--- src/rtl/cdb_driver_pkg.sv ---
// Shared types for the common-data-bus driver: ROB tag, LC-3b word and the
// registered broadcast record.
package cdb_driver_pkg;

   localparam int CDB_NUM_STATIONS = 4;
   localparam int TAG_W            = 3;
   localparam int WORD_W           = 16;

   typedef logic [WORD_W-1:0] lc3b_word;
   typedef logic [TAG_W-1:0]  lc3b_tag;

   typedef struct packed {
      logic     valid;
      lc3b_tag  tag;
      lc3b_word data;
   } cdb_t;

endpackage

--- src/rtl/cdb_driver_onehot_decoder.sv ---
// Enabled index-to-one-hot decoder; indices outside 0..N-1 decode to zero.
module onehot_decoder #(
   parameter int N     = 4,
   parameter int SEL_W = $clog2(N)
) (
   input  logic             en,
   input  logic [SEL_W-1:0] sel,
   output logic [N-1:0]     onehot
);

   always_comb begin
      onehot = '0;
      for (int i = 0; i < N; i++) begin
         if (en && (sel == SEL_W'(i))) onehot[i] = 1'b1;
      end
   end

endmodule

--- src/rtl/cdb_driver.sv ---
// Registers the arbitrator-selected station result onto the CDB behind a
// single-entry ready/valid output stage, and pulses a clear to that station.
module cdb_driver
   import cdb_driver_pkg::*;
#(
   parameter int NUM_STATIONS = CDB_NUM_STATIONS,
   parameter int SEL_W        = $clog2(NUM_STATIONS)
) (
   input  logic              clk,
   input  logic              reset,
   input  logic              load,
   input  logic [SEL_W-1:0]  selection,
   input  lc3b_tag           station_tag  [NUM_STATIONS],
   input  lc3b_word          station_data [NUM_STATIONS],
   input  logic              rob_ready,
   input  logic              flush,
   output logic              cdb_valid,
   output lc3b_tag           cdb_tag,
   output lc3b_word          cdb_data,
   output logic [NUM_STATIONS-1:0] station_clear,
   output logic              busy,
   output logic [15:0]       bcast_count
);

   cdb_t                    cdb_q, cdb_d;
   logic [NUM_STATIONS-1:0] clear_d;
   logic                    sel_in_range;
   logic                    accept, capture;
   lc3b_tag                 sel_tag;
   lc3b_word                sel_data;

   // Loop-compare mux keeps an out-of-range index from ever reading past the array.
   always_comb begin
      // NOTE: every always_comb output gets a default first so no path infers a latch.
      sel_in_range = 1'b0;
      sel_tag      = '0;
      sel_data     = '0;
      for (int i = 0; i < NUM_STATIONS; i++) begin
         if (selection == SEL_W'(i)) begin
            sel_in_range = 1'b1;
            sel_tag      = station_tag[i];
            sel_data     = station_data[i];
         end
      end
   end

   assign accept  = cdb_q.valid && rob_ready;
   assign capture = load && !flush && sel_in_range && (!cdb_q.valid || rob_ready);

   // Implicit EMPTY/FULL state is cdb_q.valid; next-state logic lives here.
   always_comb begin
      cdb_d = cdb_q;
      if (capture) begin
         cdb_d.valid = 1'b1;
         cdb_d.tag   = sel_tag;
         cdb_d.data  = sel_data;
      end else if (accept || flush) begin
         cdb_d.valid = 1'b0;
      end
   end

   onehot_decoder #(.N(NUM_STATIONS), .SEL_W(SEL_W)) u_clear_dec (
      .en     (capture),
      .sel    (selection),
      .onehot (clear_d)
   );

   always_ff @(posedge clk) begin
      if (reset) begin
         cdb_q         <= '0;
         station_clear <= '0;
         bcast_count   <= '0;
      end else begin
         cdb_q         <= cdb_d;
         station_clear <= clear_d;
         if (accept) bcast_count <= bcast_count + 16'd1;
      end
   end

   assign cdb_valid = cdb_q.valid;
   assign cdb_tag   = cdb_q.tag;
   assign cdb_data  = cdb_q.data;
   assign busy      = cdb_q.valid && !rob_ready;

endmodule

--- config.mk ---
export PLATFORM = sky130hd
export DESIGN_NAME = cdb_driver
export DESIGN_NICKNAME = d
export VERILOG_FILES = /design/src/rtl/cdb_driver_pkg.sv /design/src/rtl/cdb_driver_onehot_decoder.sv /design/src/rtl/cdb_driver.sv
export SDC_FILE = /design/constraint.sdc
export NUM_CORES = 1
export LEC_CHECK = 0
export ABC_AREA = 1
export CAP_MARGIN = 30
export CORE_MARGIN = 2
export CORE_UTILIZATION = 39
export CTS_CLUSTER_SIZE = 30
export DETAILED_ROUTE_END_ITERATION = 8
export GPL_TIMING_DRIVEN = 0
export PLACE_DENSITY_LB_ADDON = 0.05
export SYNTH_ARGS = -nofsm -noshare
export SYNTH_HDL_FRONTEND = slang
export SYNTH_SLANG_ARGS = --single-unit
--- constraint.sdc ---
create_clock -name clk -period 1.3 [get_ports clk]
set_input_delay 0.26 -clock clk [delete_from_list [all_inputs] [get_ports clk]]
set_output_delay 0.26 -clock clk [all_outputs]
set_load 0.02 [all_outputs]
; Yosys cells after proc, flatten, opt, wreduce, memory -nomap -nowiden
; Index checks and enable logic that the tools add are counted.
[totals]
input_bits = 83
regBits = 40
output_inout_bits = 41
elab_cells = 43
[op_classes]
n_eq_ne = 3
mux = 18
n_reduce_logical = 16
add_sub_neg = 1
[op_table]
columns = cell, count
row1 = 2-to-1 mux 16 bit, 4
row2 = "adder 16 x 1 -> 16 bit, second input constant", 1
row3 = 2-to-1 mux 3 bit, 4
row4 = 2-to-1 mux 1 bit, 10
row5 = logical AND 1 bit, 9
row6 = "equality test 2 bit, second input constant", 2
row7 = logical NOT 1 bit, 3
row8 = "equality test 2 x 1 -> 1 bit, second input constant", 1
row9 = logical NOT 2 bit, 1
row10 = logical OR 1 bit, 2
row11 = nonzero test 2 bit, 1

; Longest topological paths before layout
[logic_depth]
ltp_word = 9
depth_mapped = 8
depth_no_buf = 7

; Hierarchy
; A second synthesis with hierarchy kept.
[hier_totals]
cells_unflattened = 363
area_unflattened_um2 = 2202.1
[modules_own_cells]
columns = module, area_per_inst_um2, seq_area_each_um2, cells_each, instances
row1 = cdb_driver, 2172.1, 800.8, 355, 1
row2 = onehot_decoder, 30.0, 0.0, 8, 1

; Worst setup path before layout
; Ideal clock, no wire load.
[synth_path]
path_kind = reg2reg
start = reg cdb_q (netlist bit cdb_valid)
end = reg cdb_q (netlist bit cdb_data[12])
slack_ps = -84
setup_ps = 113
synth_period_minus_slack_ps = 1384
path_stages_with_launch = 8
arrival_time_ps = 1271
path_buffers = 2
t_required_ps = 1187
path_cell_list = dfxtp_1 -> inv_1 -> nor2_4 -> nor3_4 -> buf_6 -> buf_6 -> o21ai_1 -> nor2_1
[synth_between]
elab_chain_cells = 3
[synth_lines]
columns = element, line
row1 = "start, declared", cdb_driver.sv:25  ; cdb_t cdb_q, cdb_d;
row2 = "start signal, assigned", cdb_driver.sv:70  ; cdb_q <= '0;
row3 = "start signal, assigned", cdb_driver.sv:74  ; cdb_q <= cdb_d;
row4 = logical NOT 1 bit, cdb_driver.sv:48  ; assign capture = load && !flush && sel_in_range && (!cdb_q.valid || rob_ready);
row5 = logical OR 1 bit, cdb_driver.sv:48
row6 = logical AND 1 bit, cdb_driver.sv:48
; No other way between the ends.
; A chain may end at the register's enable or synchronous reset.

; Worst setup path after layout
[layout_path]
start = reg cdb_q (netlist bit cdb_valid)
end = reg cdb_q (netlist bit cdb_tag[2])
; The elaborated chain is that of the path after synthesis.

==> run summary <==
The most common cell type on the critical path was sky130_fd_sc_hd__buf_8. Library cell contributing the largest single delay on the critical path: sky130_fd_sc_hd__dfxtp_4. For this design the ratio of total power to cell area is 771 nW/µm².

The run gives 774 MHz as the highest clock frequency the design can meet. The area of the core is 5470 µm². The repair_antennas step left the layout with diodes totalling 0. A synthesized cell averages 6.31 µm². The largest area contributor in the netlist is sky130_fd_sc_hd__dfxtp_1. The root buffer cell was sky130_fd_sc_hd__clkbuf_8.

The classification of the worst setup path was register to register. The average via count per standard cell was 4.85. The count of hold buffers inserted by post-cts repair was 0; the required time at the worst-slack endpoint was 1530 ps. The HPWL after detailed placement is 5.55 mm. The initial cell density of the core is 40.1%, and the overall global routing resource usage is 24.0%. The remaining antenna violation count came out at 0. The run gives 290 ps as the later-pin clock latency in the skew report. After detailed routing, the average wire length per cell comes to 13.2 µm.

By instance count, the leading cell after synthesis is sky130_fd_sc_hd__nand2_1. Clock-pin slew was measured on the worst setup and hold paths at 80 ps. For the DRC violation count after routing, the log shows 0. The width of the die works out to 79.1 µm. The flow ran to the end, and the final reports show no timing, DRC or antenna violations.

Of the post-synthesis cell area, the dominant cell type holds 36.4%. For the final routed database, the setup TNS stands at 0 ps. For the hold violation count in the final report, the log shows 0. Port buffering added 121 buffers.

For this run, the detailed router's first-pass iteration total came to 4. The final max-slew violation count was 0; the synthesized netlist net count was 432. Measured along the y axis, the die boundary spans 79.1 µm. The tightest hold path in the finished design has a slack of 293 ps. For this run, the slowest stage of the critical path takes 380 ps. Along the worst path, the maximum fanout reaches 6. Yosys mapped a number of flops with a built-in enable equal to 0. Counting along the longest clock path gives a buffer depth of 2. The tools report the CTS sink count as 40.

The signal on the critical path passes through inv_2 -> nor2_4 -> nor3_4 -> buf_6 -> buf_8 -> buf_8 -> o21ai_1 -> nor2_1. The synthesized netlist occupies a cell area of 2200 µm². The number of warnings issued by yosys is 0. Yosys attributes the largest share of cell area to sky130_fd_sc_hd__dfxtp_1 36%, sky130_fd_sc_hd__nand2_1 17%, sky130_fd_sc_hd__nor2_1 10%.

First-pass GRT wire length: 12.0 mm. Fill cells in the final layout number 516. For the site row count, the log shows 27. The net count reported at finish was 565; the number of distinct library cells after synthesis was 25. Clock tree synthesis inserted a total of 5 buffers.

On the final layout, the worst clock skew is 6.64 ps. Entering global routing, the biggest net connects 14 pins. The number of top-level design ports is 124, and the starting DRC count in detailed routing is 122. The fraction of the yosys area taken by sequential cells is 36.4%. After synthesis, the share of flip-flops with an asynchronous set or reset is 0%. For the gate count of the mapped netlist, the log shows 348. The critical path capture point type is a register. The share of the clock period used by the worst path came out at 99.4%.

The run gives 0.000379 V as the peak supply drop. Data arrives at the worst endpoint at 1520 ps. The worst setup path is launched from a register.

TritonCTS built the clock tree. At the end of routability-driven placement, the weighted congestion stood at 0.876. The leading register cell type out of synthesis was sky130_fd_sc_hd__dfxtp_1. Summed over all layers, the global routing overflow is 0. By count the netlist is led by 102 x sky130_fd_sc_hd__nand2_1, 60 x sky130_fd_sc_hd__nor2_1, 40 x sky130_fd_sc_hd__dfxtp_1. Max-cap violations in this run came to 0. Setup violations remaining at the end of the flow were counted as 0. The fraction of layout cells with a size suffix above 1 was 16.2%; the worst slew margin relative to its limit was 72.5%. For the via count of the first global-routing pass, the log shows 2666.

From synthesis to final layout, the design area changed by 70.4%. The synthesized design contains 40 register bits. The analysis attributes to cell leakage a power of 1.61 nW.

Summed over all layers, the routed wires come to 7.31 mm. Post-layout minimum cycle time: 1290 ps. The tools report the count of H-tree levels built during CTS as 2. The run gives 0 as the initial antenna violation count. The worst hold path belongs to the class primary input to register. Across all layers, the routed design uses 2689 vias. The worst-margin pin slew works out to 412 ps. Setup repair after global routing could not meet its margin everywhere. The die covers 6250 µm².
==> cell usage in the layout (no fill, tap or decap), drive strengths merged <==
master	instances
o21ai	34
xor2	1
nand2b	1
clkdlybuf4s50	79
nor3	7
dfxtp	40
inv	21
buf	18
o21bai	1
ha	1
a21oi	12
nand2	102
nor2	67
clkbuf	15
clkdlybuf4s15	9
clkinvlp	2
nand3	39
nand4	6
dlygate4sd2	27
==> kinds of logic after synthesis <==
logic type / after synthesis / share of synthesized area, %
XOR/XNOR: 1 / 0.399
buffers and inverters: 37 / 7.97
AND/OR/NAND/NOR: 222 / 43.8
adder cells (fa/ha/maj): 1 / 0.569
flip-flops: 40 / 36.4
AO/OA/AOI/OAI: 47 / 10.8
==> path summary, 6_finish.rpt <==
check | slack [ps] | end | start | cells after the start
worst max-delay path | 8 | cdb_tag[2] | cdb_valid | 8
worst min-delay path | 290 | station_clear[2] | selection[1] | 3
worst max register to register | 8 | cdb_tag[2] | cdb_valid | 8
worst min register to register | 480 | bcast_count[4] | bcast_count[4] | 1
==> worst max-delay path: cells and delay by family (launching register included) <==
kind                   cells  cell delay, ps
buffers and inverters      4             480
DFF                        1             380
and+or+nand+nor            3             310
AOI/OAI and AO/OA          1              50
==> through the flow <==
stage               area (µm²)  setup WS, ps  std cells  utilization, %  power (mW)
finish                    3740          7.56        554            68.4        2.89
global route              3740         -92.5        554            68.4        3.03
CTS                       3580        0.0931        549            65.4        2.85
detailed placement        3500          -568        541            63.9        2.01
global placement          3500          -564        541            63.9        2.01
floorplan                 2200          3.44        348               -        1.61
==> metal layers <==
layer  wire length, µm  GRT usage (%)  part of all wire (%)
met1              3100           27.9                    42
met2              3500           43.1                    48
met3               518           5.57                   7.1
met4               188           8.28                   2.6
met5                 0              0                     0
==> sequential cells by signal (all words and copies together), names as in the netlist <==
signal	flops
bcast_count	16
cdb_data	16
station_clear	4
cdb_tag	3
cdb_valid	1
==> area by class of cell <==
cell class                      count  area [µm²]  area share (%)
Clock inverter                      2        15.0           0.401
Clock buffer                        6        82.6            2.21
Multi-Input combinational cell    271        1320            35.2
Inverter                           21        78.8            2.10
Buffer                             16         120            3.21
Sequential cell                    40         820            21.9
Tap cell                           72        90.1            2.41
Timing Repair Buffer              126        1220            32.5
==> where the power goes <==
group | switching [mW] | internal (mW) | total (mW)
Sequential | 0.0286 | 1.27 | 1.30
Combinational | 0.323 | 0.382 | 0.705
Clock | 0.455 | 0.430 | 0.885
Total | 0.806 | 2.08 | 2.89
==> repair_timing <==
item	4_1_cts	5_1_grt
resized for setup	67	58
endpoints found under the hold margin	0	0
pin swaps	0	10
buffers inserted	0	2
setup endpoints to repair	77	47
gates cloned	0	3
Power figures use the tool's default switching activity.
